### config.mk
export PLATFORM = sky130hd
export DESIGN_NAME = instr_encoder
export DESIGN_NICKNAME = d
export VERILOG_FILES = /design/src/rtl/instr_encoder_pkg.sv /design/src/rtl/instr_encoder_fifo.sv /design/src/rtl/instr_encoder.sv
export SDC_FILE = /design/constraint.sdc
export NUM_CORES = 1
export LEC_CHECK = 0
export ABC_AREA = 1
export ABC_CLOCK_PERIOD_IN_PS = 6700
export BUFFER_PORTS_ARGS = -buffer_cell sky130_fd_sc_hd__buf_2
export CELL_PAD_IN_SITES_DETAIL_PLACEMENT = 1
export CELL_PAD_IN_SITES_GLOBAL_PLACEMENT = 1
export CORE_MARGIN = 2
export CORE_UTILIZATION = 45
export DETAILED_ROUTE_END_ITERATION = 8
export GPL_ROUTABILITY_DRIVEN = 0
export PLACE_DENSITY_LB_ADDON = 0.1
export SETUP_SLACK_MARGIN = 0.4
export SYNTH_ARGS = -nofsm -noshare
export SYNTH_HDL_FRONTEND = slang
export SYNTH_HIERARCHICAL = 1
export SYNTH_SLANG_ARGS = --single-unit
export TNS_END_PERCENT = 30
### constraint.sdc
create_clock -name clk -period 6.7 [get_ports clk]
set_clock_uncertainty 0.2 [all_clocks]
set_input_delay 0.335 -clock clk [delete_from_list [all_inputs] [get_ports clk]]
set_output_delay 0.335 -clock clk [all_outputs]
set_load 0.02 [all_outputs]
### src/rtl/instr_encoder_pkg.sv
// encoder_pkg: shared types and constants for the RV32I instruction encoder.
// Holds the format/state enums, the opcodes the loader is expected to see,
// the immediate range limits, and the combinational pack-and-range-check
// function used by instr_encoder.
package encoder_pkg;

  typedef enum logic [1:0] {
    FMT_R = 2'b00,
    FMT_I = 2'b01,
    FMT_S = 2'b10,
    FMT_B = 2'b11
  } fmt_e;

  typedef enum logic [1:0] {
    ST_IDLE  = 2'b00,
    ST_RUN   = 2'b01,
    ST_DRAIN = 2'b10,
    ST_DONE  = 2'b11
  } state_e;

  localparam logic [6:0] OP_R    = 7'b0110011;
  localparam logic [6:0] OP_I    = 7'b0010011;
  localparam logic [6:0] OP_LOAD = 7'b0000011;
  localparam logic [6:0] OP_S    = 7'b0100011;
  localparam logic [6:0] OP_B    = 7'b1100011;

  // Legal immediate windows (B is a byte offset, so its window is doubled).
  localparam int IMM12_MIN = -2048;
  localparam int IMM12_MAX = 2047;
  localparam int IMMB_MIN  = -4096;
  localparam int IMMB_MAX  = 4094;

  typedef struct packed {
    logic        ok;
    logic [31:0] word;
  } enc_t;

  // Pack one field bundle into a 32-bit word and flag whether its immediate
  // is representable in the chosen format.
  function automatic enc_t encode(input fmt_e fmt, input logic [6:0] op,
                                  input logic [2:0] f3, input logic [6:0] f7,
                                  input logic [4:0] rd, input logic [4:0] rs1,
                                  input logic [4:0] rs2, input logic [12:0] imm);
    enc_t r;
    int   simm;
    simm   = int'($signed(imm));
    r.ok   = 1'b1;
    r.word = 32'h0000_0000;
    case (fmt)
      FMT_R: begin
        r.word = {f7, rs2, rs1, f3, rd, op};
        r.ok   = 1'b1;
      end
      FMT_I: begin
        r.word = {imm[11:0], rs1, f3, rd, op};
        r.ok   = (simm >= IMM12_MIN) && (simm <= IMM12_MAX);
      end
      FMT_S: begin
        r.word = {imm[11:5], rs2, rs1, f3, imm[4:0], op};
        r.ok   = (simm >= IMM12_MIN) && (simm <= IMM12_MAX);
      end
      FMT_B: begin
        r.word = {imm[12], imm[10:5], rs2, rs1, f3, imm[4:1], imm[11], op};
        r.ok   = (simm >= IMMB_MIN) && (simm <= IMMB_MAX) && (imm[0] == 1'b0);
      end
      default: begin
        r.word = 32'h0000_0000;
        r.ok   = 1'b0;
      end
    endcase
    return r;
  endfunction

endpackage

### src/rtl/instr_encoder_fifo.sv
// sync_fifo: single-clock FIFO with registered storage and flags.
// Ports: clk, rst (sync active-low), push/din write side, pop/dout read side
// (dout is the current head), full/empty flags, count = occupancy.
// Push and pop in the same cycle leave occupancy unchanged. Storage is
// cleared on reset so the head reads zero while idle after reset.
module sync_fifo #(
  parameter int WIDTH = 32,
  parameter int DEPTH = 4,
  localparam int AW   = $clog2(DEPTH),
  localparam int CW   = AW + 1
) (
  input  logic             clk,
  input  logic             rst,
  input  logic             push,
  input  logic [WIDTH-1:0] din,
  input  logic             pop,
  output logic [WIDTH-1:0] dout,
  output logic             full,
  output logic             empty,
  output logic [CW-1:0]    count
);

  logic [WIDTH-1:0] mem_r [DEPTH];
  logic [AW-1:0]    wr_ptr_r, rd_ptr_r;
  logic [CW-1:0]    count_r, count_next_s;
  logic             full_r, empty_r;
  logic             do_push_s, do_pop_s;

  assign do_push_s = push && !full_r;
  assign do_pop_s  = pop && !empty_r;
  assign dout      = mem_r[rd_ptr_r];
  assign full      = full_r;
  assign empty     = empty_r;
  assign count     = count_r;

  // Next occupancy from the qualified push/pop pair.
  always_comb begin
    count_next_s = count_r;
    if (do_push_s && !do_pop_s) begin
      count_next_s = count_r + CW'(1);
    end else if (!do_push_s && do_pop_s) begin
      count_next_s = count_r - CW'(1);
    end else begin
      count_next_s = count_r;
    end
  end

  // Storage, pointers and registered flags.
  always_ff @(posedge clk) begin
    if (!rst) begin
      for (int i = 0; i < DEPTH; i++) begin
        mem_r[i] <= '0;
      end
      wr_ptr_r <= '0;
      rd_ptr_r <= '0;
      count_r  <= '0;
      full_r   <= 1'b0;
      empty_r  <= 1'b1;
    end else begin
      if (do_push_s) begin
        mem_r[wr_ptr_r] <= din;
        wr_ptr_r        <= wr_ptr_r + AW'(1);
      end
      if (do_pop_s) begin
        rd_ptr_r <= rd_ptr_r + AW'(1);
      end
      count_r <= count_next_s;
      full_r  <= (count_next_s == CW'(DEPTH));
      empty_r <= (count_next_s == CW'(0));
    end
  end

endmodule

### src/rtl/instr_encoder.sv
// instr_encoder: accepts RV32I field bundles (R/I/S/B), packs and range
// checks them, queues the words and streams them to instruction memory
// at incrementing word addresses.
// Ports: start/base_addr open a session; in_* bundle handshake (in_ready out);
// mem_valid/mem_ready/mem_addr/mem_wdata memory write stream;
// busy, done (1-cycle), err (sticky per session), words (written count).
module instr_encoder
  import encoder_pkg::*;
#(
  parameter int DEPTH  = 4,
  parameter int ADDR_W = 32
) (
  input  logic              clk,
  input  logic              rst,
  input  logic              start,
  input  logic [ADDR_W-1:0] base_addr,
  input  logic              in_valid,
  output logic              in_ready,
  input  logic [1:0]        in_fmt,
  input  logic [6:0]        in_op,
  input  logic [2:0]        in_funct3,
  input  logic [6:0]        in_funct7,
  input  logic [4:0]        in_rd,
  input  logic [4:0]        in_rs1,
  input  logic [4:0]        in_rs2,
  input  logic [12:0]       in_imm,
  input  logic              in_last,
  output logic              mem_valid,
  input  logic              mem_ready,
  output logic [ADDR_W-1:0] mem_addr,
  output logic [31:0]       mem_wdata,
  output logic              busy,
  output logic              done,
  output logic              err,
  output logic [15:0]       words
);

  localparam int CW = $clog2(DEPTH) + 1;

  state_e            state_r;
  logic [ADDR_W-1:0] addr_r;
  logic [15:0]       words_r;
  logic              err_r, busy_r, done_r;

  enc_t              enc_s;
  logic              accept_s, push_s, pop_s;
  logic              fifo_full_s, fifo_empty_s;
  logic [CW-1:0]     fifo_count_s;

  assign enc_s     = encode(fmt_e'(in_fmt), in_op, in_funct3, in_funct7,
                            in_rd, in_rs1, in_rs2, in_imm);
  assign in_ready  = (state_r == ST_RUN) && !fifo_full_s;
  assign accept_s  = in_valid && in_ready;
  // Rejected bundles still complete the handshake but never enter the FIFO.
  assign push_s    = accept_s && enc_s.ok;
  assign mem_valid = !fifo_empty_s;
  assign pop_s     = mem_valid && mem_ready;

  assign mem_addr  = addr_r;
  assign busy      = busy_r;
  assign done      = done_r;
  assign err       = err_r;
  assign words     = words_r;

  sync_fifo #(
    .WIDTH(32),
    .DEPTH(DEPTH)
  ) u_fifo (
    .clk  (clk),
    .rst  (rst),
    .push (push_s),
    .din  (enc_s.word),
    .pop  (pop_s),
    .dout (mem_wdata),
    .full (fifo_full_s),
    .empty(fifo_empty_s),
    .count(fifo_count_s)
  );

  // Session FSM plus address/word/error bookkeeping.
  always_ff @(posedge clk) begin
    if (!rst) begin
      state_r <= ST_IDLE;
      addr_r  <= '0;
      words_r <= 16'h0000;
      err_r   <= 1'b0;
      busy_r  <= 1'b0;
      done_r  <= 1'b0;
    end else begin
      if (pop_s) begin
        addr_r <= addr_r + ADDR_W'(4);
        if (words_r != 16'hFFFF) begin
          words_r <= words_r + 16'd1;
        end
      end
      if (accept_s && !enc_s.ok) begin
        err_r <= 1'b1;
      end
      case (state_r)
        ST_IDLE: begin
          // Placed after the bookkeeping so session setup takes priority.
          if (start) begin
            state_r <= ST_RUN;
            busy_r  <= 1'b1;
            addr_r  <= {base_addr[ADDR_W-1:2], 2'b00};
            err_r   <= 1'b0;
            words_r <= 16'h0000;
          end
        end
        ST_RUN: begin
          if (accept_s && in_last) begin
            state_r <= ST_DRAIN;
          end
        end
        ST_DRAIN: begin
          // Leave on the final pop itself so done follows it by one cycle.
          if (fifo_empty_s || (fifo_count_s == CW'(1) && pop_s)) begin
            state_r <= ST_DONE;
            done_r  <= 1'b1;
          end
        end
        ST_DONE: begin
          state_r <= ST_IDLE;
          done_r  <= 1'b0;
          busy_r  <= 1'b0;
        end
        default: begin
          state_r <= ST_IDLE;
          done_r  <= 1'b0;
          busy_r  <= 1'b0;
        end
      endcase
    end
  end

endmodule
-- After elaboration in Yosys (flattened, before gate mapping)
Memory sizes are Yosys's and may differ from the RTL's. A register that Yosys moved wholly into a read port is not among the register bits.
Index checks and enable logic that the tools add are counted.
- register bits after elaboration: 62
- RAM bits: 128
- input port bits: 85
- output and inout port bits: 85
- word-level logic and storage cells: 94
- memories kept: 1
- memories (name ; depth ; width ; rd ports ; clocked after Yosys merged registers in ; wr ports ; line ; text):
    u_fifo.mem_r ; 4 ; 32 ; 1 ; 1 ; 4 ; instr_encoder_fifo.sv:23 ; logic [WIDTH-1:0] mem_r [DEPTH];
- add/sub/neg operators: 6
- magnitude comparators: 4
- equal/unequal tests: 12
- mux-type cells: 30
- bitwise logic cells: 1
- reductions and logical operators: 29
- operators with widths (kind ; number):
    33-bit one-hot mux with 4 select lines ; 1
    32-bit 2-to-1 mux ; 4
    16-bit 2-to-1 mux ; 4
    32-bit by 3-bit adder with 32-bit output, second input constant ; 1
    32-bit OR reduction ; 1
    16-bit by 1-bit adder with 16-bit output, second input constant ; 1
    16-bit != test, second input constant ; 1
    1-bit logical AND ; 14
    13-bit by 12-bit greater-or-equal comparator with 1-bit output, second input constant ; 1
    13-bit greater-or-equal comparator, second input constant ; 1
    13-bit by 12-bit <= comparator with 1-bit output, second input constant ; 1
    13-bit <= comparator, second input constant ; 1
    2-bit 2-to-1 mux ; 6
    1-bit 2-to-1 mux ; 10
    2-bit equality test, second input constant ; 4
    2-bit one-hot mux with 4 select lines ; 1
    3-bit 2-to-1 mux ; 2
    1-bit zero test ; 5
    2-bit by 1-bit adder with 2-bit output, second input constant ; 2
    2-bit by 1-bit equality test with 1-bit output, second input constant ; 2
    2-bit zero test ; 2
    2-bit != test, second input constant ; 2
    1-bit one-hot mux with 2 select lines ; 2
    2-bit AND reduction ; 2
    10 further kinds ; 11

-- Depth between registers and ports, before layout
Gate-level depths: netlist of the first run.
- depth in word-level cells: 11
- depth in mapped cells: 15

-- By module
The synthesis of the first run kept the hierarchy.
- by module, submodules not included (module ; times used ; cells an instance ; area an instance (sq um)):
    sync_fifo ; 1 ; 592 ; 6291.0
    instr_encoder ; 1 ; 564 ; 3535.9

-- Worst setup path before layout of the first run
Ideal clock, no wire load.
- kind: flip-flop to flip-flop
- start: register state_r[1]
- end: memory u_fifo.mem_r[1][0], enable pin
- arrival: 3.671 ns
- setup slack: 2.364 ns
- stages on the path, launching flop included: 9
- cell sequence: dfxtp_1 inv_1 ha_1 inv_1 nor2_1 nand2_1 nor2_1 nand2_1 o21ai_0
- RTL lines (item ; line ; text):
    start: declaration ; instr_encoder.sv:40 ; state_e state_r;
    start signal: assignment ; instr_encoder.sv:83 ; state_r <= ST_IDLE;
    start signal: assignment ; instr_encoder.sv:103 ; state_r <= ST_RUN;
    start signal: assignment ; instr_encoder.sv:112 ; state_r <= ST_DRAIN;
    end: declaration ; instr_encoder_fifo.sv:23 ;

==> results of run 1 <==
## tightest hold or removal path: cells and delay by family
kind                   cells  cell delay, ns
AO/OA/AOI/OAI              2            0.20
buffers and inverters      1            0.07
## what timing repair did
item	4_1_cts	5_1_grt
hold buffers	23	0
endpoints found under the setup margin	0	0
endpoints found under the hold margin	23	0
setup buffers	0	0
## cell type report
class	instances	area (sq um)	area share
Antenna cell	1	2.50	0.000215
Clock buffer	17	425	0.0365
Clock inverter	15	163	0.0140
Inverter	160	603	0.0517
Multi-Input combinational cell	761	3900	0.335
Sequential cell	190	5090	0.436
Tap cell	280	350	0.0301
Timing Repair Buffer	197	1120	0.0964
## sequential cells by signal (all words and copies together), names as in the netlist, 2 cells and up, named ones only
register / flops
mem_addr: 30
state_r: 2
u_fifo/count: 3
u_fifo/mem_r: 128
u_fifo/rd_ptr_r: 2
u_fifo/wr_ptr_r: 2
words: 16
## worst min path at each step
stage | to | depth (start not counted) | slack [ns]
global placement | err | 2 | 0.25
CTS | mem_addr[17] | 5 | 0.001
floorplan | u_fifo/empty | 1 | 0.20
global route | busy | 4 | 0.02
finish | mem_addr[11] | 3 | 0.02
detailed placement | register | 1 | 0.27
## kinds of logic (layout without fill, tap and decap cells)
| family | count (synthesis) | count (layout) | synth area share |
|---|---|---|---|
| adder cells (fa/ha/maj) | 8 | 8 | 0.0102 |
| AO/OA/AOI/OAI | 160 | 160 | 0.0880 |
| flip-flops | 190 | 190 | 0.517 |
| AND/OR/NAND/NOR | 567 | 567 | 0.275 |
| XOR/XNOR | 20 | 20 | 0.0178 |
| multiplexers | 4 | 4 | 0.00458 |
| buffers and inverters | 206 | 389 | 0.0867 |
| other | 1 | 3 | 0.000382 |
## per-stage QoR
step	utilization	setup slack [ns]
final	0.539	3.00
after global routing	0.539	2.78
after CTS	0.539	3.03
after detailed placement	0.501	2.57
after global placement	0.501	2.65
after floorplan	-	2.36
## Yosys cell counts (2+ instances only)
| cell | number | area [sq um] |
|---|---|---|
| edfxtp_1 | 128 | 3840 |
| xor2_1 | 13 | 114 |
| inv_1 | 152 | 571 |
| clkbuf_1 | 28 | 105 |
| buf_8 | 3 | 45.0 |
| xnor2_1 | 7 | 61.3 |
| o21ai_1 | 10 | 50.1 |
| nand3b_1 | 9 | 67.6 |
| buf_1 | 2 | 7.51 |
| nor2_2 | 12 | 75.1 |
| a21oi_1 | 16 | 80.1 |
| mux2_2 | 4 | 45.0 |
| nor2_1 | 216 | 811 |
| nand2_2 | 7 | 43.8 |
| a31oi_1 | 3 | 18.8 |
| buf_4 | 3 | 22.5 |
| o22ai_1 | 33 | 206 |
| dfxtp_1 | 62 | 1240 |
| o21ai_0 | 91 | 455 |
| o211ai_1 | 2 | 15.0 |
| inv_2 | 6 | 22.5 |
| nand3_1 | 56 | 280 |
| buf_6 | 3 | 33.8 |
| ha_1 | 8 | 100 |
| nor2_4 | 41 | 462 |
| o21bai_1 | 3 | 22.5 |
| nor3_4 | 2 | 32.5 |
| buf_2 | 7 | 35.0 |
| nand2_1 | 197 | 739 |
| nand4_1 | 22 | 138 |
## power by group through the flow
stage	Clock (mW)	Sequential, mW	Combinational [mW]
floorplan	0	1.59	0.479
global placement	0	1.53	0.796
detailed placement	0	1.53	0.820
CTS	1.03	1.51	0.836
global route	1.08	1.53	0.922
finish	1.01	1.51	0.824
## per-layer routing
metal | global-route usage | up-vias
met2 | 0.429 | 172
met5 | 0 | -
met4 | 0.0593 | 0
met1 | 0.293 | 4048
met3 | 0.0464 | 16
li1 | - | 4094
==> impl_metrics.py, run 1 <==
metrics = {
    "status": {
        "status": "finished, final reports clean",
    },
    "global_routing": {
        "grt_use_total": 0.238,
        "antenna_found_initial": 1,
        "grt_max_degree": 66,
        "grt_pass1_vias": 8364,
        "grt_pass1_wl_mm": 42.3,
        "gr-total-overflow": 0,
    },
    "route": {
        "drc": 0,
        "final_antenna_net_count": 0,
        "drt-initial-drc-count": 303,
        "route.vias.total": 8330,
        "top_layer": "met4",
        "routed_via_density": 5.14,
        "wl_met1_mm": 11.9,
        "wirelength_mm": 26.9,
        "route.met2.wl_mm": 13.7,
        "routed-wl-met3_mm": 1.17,
        "wl_per_cell_um": 16.6,
        "drtPass1Iterations": 5,
    },
    "run": {
        "drv_cap": 0,
    },
    "pwr": {
        "switching_share": 0.356,
        "p_seq_frac": 0.452,
        "intPower_mw": 2.15,
        "clkPwrFrac": 0.302,
        "finalPower_mw": 3.34,
        "ir_drop_uv": 187,
        "p_leak_nw": 5.03,
        "power_density_nw_per_um2": 287,
        "combinationalPowerShare": 0.247,
        "switchingPower_mw": 1.19,
    },
    "synth": {
        "synth_area_sq_um": 9830,
        "yosys.cell_types.count": 40,
        "synth_warnings": 6,
        "synth-seq-area-share": 0.517,
        "syn_inst": 1156,
        "async_flop_share": 0,
        "syn_avg_cell_area_sq_um": 8.50,
        "ys_seq_elements": 190,
        "synth_edf_count": 128,
        "ys.flop_type": "edfxtp_1",
    },
    "critical_path": {
        "crit_path_end": "u_fifo/mem_r[0][21]",
        "cp-start-kind": "input pin",
        "max_stage_delay_ns": 0.72,
        "worst-path-stages": 13,
        "path_cells": "buf_2 > inv_1 > nand2_1 > nand2_1 > o22ai_1 > nor2_1 > nand2_1 > nor2_4 > inv_4 > nor2_4 > nand2_4 > nand2_1 > buf_4",
        "worstReg2RegEnd": "u_fifo/mem_r[0][21]",
        "reg2reg_slack_ns": 3.16,
        "cp-startpoint": "in_fmt[1]",
        "arrival_ns": 3.62,
        "path_common_cell": "nand2_1",
        "regToRegStartpoint": "state_r[1]",
        "worst_r2r_path_depth": 13,
        "slowest_stage": "inv_4",
        "path_buf_inv": 4,
        "cp_max_fo": 33,
        "cpLargestDelayFamily": "simple AND/OR/NAND/NOR gates",
        "worstSetupEndpointType": "register",
        "crit_type": "input pin to register",
        "required_ns": 6.61,
    },
    "floorplan": {
        "core-area_sq_um": 21600,
        "dieWidth_um": 152,
        "dieArea_sq_um": 23000,
        "die_h_um": 152,
        "start_util": 0.455,
        "io-pin-count": 170,
        "rows": 54,
    },
    "clocking": {
        "cts.sinks": 190,
        "clk_pin_slew_worst_paths_ns": 0.07,
        "cts_resized": 0,
        "cts_tree": "done",
        "clockBufferDepth": 2,
        "clk_latency_ns": 0.42,
        "cts-root-buf": "clkbuf_16",
        "cts_inserted_buffers": 17,
        "h-tree-depth": 4,
    },
    "min_path": {
        "hold_start": "base_addr[11]",
        "holdCritPathClass": "input pin to register",
    },
    "finish": {
        "layout_common_cells": "216 x nor2_1, 197 x nand2_1, 165 x buf_2",
        "fin_cells": 1621,
        "drive_above_1_share": 0.214,
        "final_common_cell": "nor2_1",
        "fill_cells": 2624,
        "design_area_sq_um": 11700,
        "final_nets": 1420,
        "syn_to_final_growth_pct": 18.6,
    },
    "timing": {
        "clock.fmax_mhz": 270,
        "whs_ns": 0.0203,
        "worst_slew_pin_slew_ns": 1.11,
        "setup_viol_count_final": 0,
        "drv_slew": 0,
        "slew_headroom": 0.259,
        "grt_setup_unrepaired": "no",
        "fin_setup_tns_ns": 0,
        "fin_crit_ns": 3.70,
        "period_share": 0.553,
        "hold_violations": 0,
    },
    "placement": {
        "dp_cells": 1565,
        "dp_hpwl_mm": 17.5,
        "placed_area_sq_um": 10800,
        "portBuffers": 165,
    },
}
(Power assumes the default switching activity.)
==> inputs of run 2 (changes only) <==
--- a/config.mk
+++ b/config.mk
@@ -6,12 +6,12 @@
 export NUM_CORES = 1
 export LEC_CHECK = 0
 export ABC_AREA = 1
-export ABC_CLOCK_PERIOD_IN_PS = 6700
+export ABC_CLOCK_PERIOD_IN_PS = 3300
 export BUFFER_PORTS_ARGS = -buffer_cell sky130_fd_sc_hd__buf_2
 export CELL_PAD_IN_SITES_DETAIL_PLACEMENT = 1
 export CELL_PAD_IN_SITES_GLOBAL_PLACEMENT = 1
 export CORE_MARGIN = 2
-export CORE_UTILIZATION = 45
+export CORE_UTILIZATION = 38
 export DETAILED_ROUTE_END_ITERATION = 8
 export GPL_ROUTABILITY_DRIVEN = 0
 export PLACE_DENSITY_LB_ADDON = 0.1
==> constraint.sdc (replaced) <==
create_clock -name clk -period 3.3 [get_ports clk]
set_clock_uncertainty 0.2 [all_clocks]
set_input_delay 0.165 -clock clk [delete_from_list [all_inputs] [get_ports clk]]
set_output_delay 0.165 -clock clk [all_outputs]
set_load 0.02 [all_outputs]
==> impl_metrics.py, run 2 (synthesis gave the netlist of run 1 again) <==
metrics = {
    "finish": {
        "layout_common_cells": "216 x nor2_1, 196 x nand2_1, 165 x buf_2",
        "design_area_sq_um": 12300,
        "largest_reg_flops": 128,
        "fill_cells": 3023,
        "regMostFlops": "u_fifo/mem_r",
        "final_nets": 1473,
        "multi_input_area_sq_um": 3920,
        "syn_to_final_growth_pct": 25.5,
        "finalCoreUtilization": 0.488,
        "drive_above_1_share": 0.215,
        "final_common_cell": "nor2_1",
        "regArea_sq_um": 5090,
    },
    "route": {
        "route.vias.total": 8434,
        "drc": 0,
        "drtPass1Iterations": 4,
        "wirelength_mm": 28.2,
        "routed_via_density": 4.89,
        "wl_per_cell_um": 16.3,
        "final_antenna_net_count": 0,
        "drt-initial-drc-count": 413,
    },
    "floorplan": {
        "start_util": 0.389,
        "dieArea_sq_um": 27200,
        "core-area_sq_um": 25300,
        "dieWidth_um": 165,
        "io-pin-count": 170,
        "rows": 58,
        "die_h_um": 165,
    },
    "clocking": {
        "clk_latency_ns": 0.44,
        "cts_tree": "done",
        "cts.sinks": 190,
        "post_cts_buffers": 0,
        "clk_pin_slew_worst_paths_ns": 0.09,
        "clockBufferDepth": 2,
        "cts-root-buf": "clkbuf_16",
        "h-tree-depth": 4,
        "cts_inserted_buffers": 17,
    },
    "timing": {
        "period_share": 0.791,
        "setup_viol_count_final": 0,
        "hold_violations": 0,
        "worst_slew_pin_slew_ns": 0.952,
        "fin_setup_tns_ns": 0,
        "drv_slew": 0,
        "grt_setup_unrepaired": "no",
        "slew_headroom": 0.365,
        "clock.fmax_mhz": 383,
        "finalWorstSetupSlack_ns": 0.691,
        "fin_crit_ns": 2.61,
    },
    "min_path": {
        "hold_start": "in_imm[2]",
        "whs_path_depth": 5,
        "holdCritPathClass": "input pin to register",
        "hold_end": "u_fifo/mem_r[0][9]",
    },
    "global_routing": {
        "grt_max_degree": 65,
        "grt_pass1_wl_mm": 44.8,
        "gr-total-overflow": 0,
        "grt_pass1_vias": 8856,
        "antenna_found_initial": 2,
        "grt_use_total": 0.212,
    },
    "critical_path": {
        "cpLargestDelayFamily": "simple AND/OR/NAND/NOR gates",
        "cp-startpoint": "state_r[1]",
        "cp-start-kind": "register",
        "crit_type": "register to register",
        "max_stage_delay_ns": 0.34,
        "path_buf_inv": 4,
        "cp_max_fo": 16,
        "required_ns": 3.24,
        "regToRegStartpoint": "state_r[1]",
        "worstReg2RegEnd": "u_fifo/mem_r[0][24]",
        "reg2reg_slack_ns": 0.69,
        "path_cells": "inv_1 > ha_1 > inv_1 > nor2_1 > nand2_1 > nor2_1 > nand2_1 > nor2_4 > inv_4 > nor2_4 > nand2_4 > nand2_4 > clkbuf_16",
        "arrival_ns": 2.55,
        "worst_r2r_path_depth": 13,
        "worstSetupEndpointType": "register",
        "slowest_stage": "dfxtp_1",
    },
    "placement": {
        "placed_area_sq_um": 11000,
        "dp_hpwl_mm": 18.4,
        "portBuffers": 165,
        "dp_worst_setup_slack_ns": 0.440,
    },
    "pwr": {
        "ir_drop_uv": 340,
        "power_density_nw_per_um2": 561,
        "p_leak_nw": 5.31,
    },
    "status": {
        "status": "finished, final reports clean",
    },
    "run": {
        "drv_cap": 0,
    },
}
==> run 2: changes by cell type in the layout (fill, tap and decap cells not counted), sizes merged <==
| cell | previous run | this run |
|---|---|---|
| dlygate4sd3 | 23 | 65 |
| clkinvlp | 1 | 0 |
| clkbuf | 17 | 18 |
| buf | 174 | 184 |
| inv | 169 | 168 |
| clkinv | 5 | 7 |
==> run 2: worst reg2reg max path: stages (launching register included) <==
cell and delay [ns]:
dfxtp_1 0.34, inv_1 0.12, ha_1 0.18, inv_1 0.04
nor2_1 0.17, nand2_1 0.08, nor2_1 0.14, nand2_1 0.12
nor2_4 0.12, inv_4 0.11, nor2_4 0.13, nand2_4 0.17
nand2_4 0.17, clkbuf_16 0.21
==> run 2: worst max path at each step <==
stage / endpoint / slack, ns / cells after the start
2_1_floorplan: u_fifo/mem_r[1][0] / -0.17 / 8
3_3_place_gp: u_fifo/mem_r[0][5] / 0.51 / 13
3_5_place_dp: u_fifo/mem_r[0][5] / 0.44 / 13
4_1_cts: u_fifo/mem_r[0][31] / 0.59 / 13
5_1_grt: u_fifo/mem_r[0][13] / 0.43 / 13
6_report: u_fifo/mem_r[0][24] / 0.69 / 13
==> run 2: repair_timing <==
| action | in CTS | in global routing |
|---|---|---|
| hold buffers | 65 | 0 |
| cloned | 0 | 1 |
| gates resized for setup | 1 | 2 |
| setup endpoints to repair | 18 | 32 |
| hold endpoints to repair | 85 | 0 |
| pin swaps | 0 | 0 |
==> run 2: final cells by class <==
cell class / count / area share
Antenna cell: 1 / 0.000203
Clock buffer: 17 / 0.0345
Clock inverter: 15 / 0.0146
Inverter: 160 / 0.0490
Multi-Input combinational cell: 761 / 0.318
Sequential cell: 190 / 0.413
Tap cell: 330 / 0.0335
Timing Repair Buffer: 250 / 0.137
==> run 2: power breakdown <==
part	leakage, nW	internal (mW)	switching, mW
sequential	1.83	2.80	0.261
clock	0.296	1.04	1.07
combinational	3.18	0.607	1.15
==> run 2: metrics by stage <==
| stage | hold WS (ns) | total power, mW | std cells |
|---|---|---|---|
| 3_3_place_gp | 0.207 | 4.78 | 1625 |
| 4_1_cts | 0.00432 | 7.00 | 1722 |
| 5_1_grt | 0.0237 | 7.32 | 1724 |
| 6_report | 0.0120 | 6.92 | 1724 |
| 3_5_place_dp | 0.219 | 4.81 | 1625 |
| 2_1_floorplan | 0.0337 | 4.19 | 1157 |
==> run 2: routing by layer <==
layer,part of all wire,vias up,GRT usage
li1,-,4201,-
met1,0.44,4040,0.262
met2,0.51,164,0.380
met3,0.047,27,0.0417
met4,0.010,2,0.0526
met5,0.00039,-,0
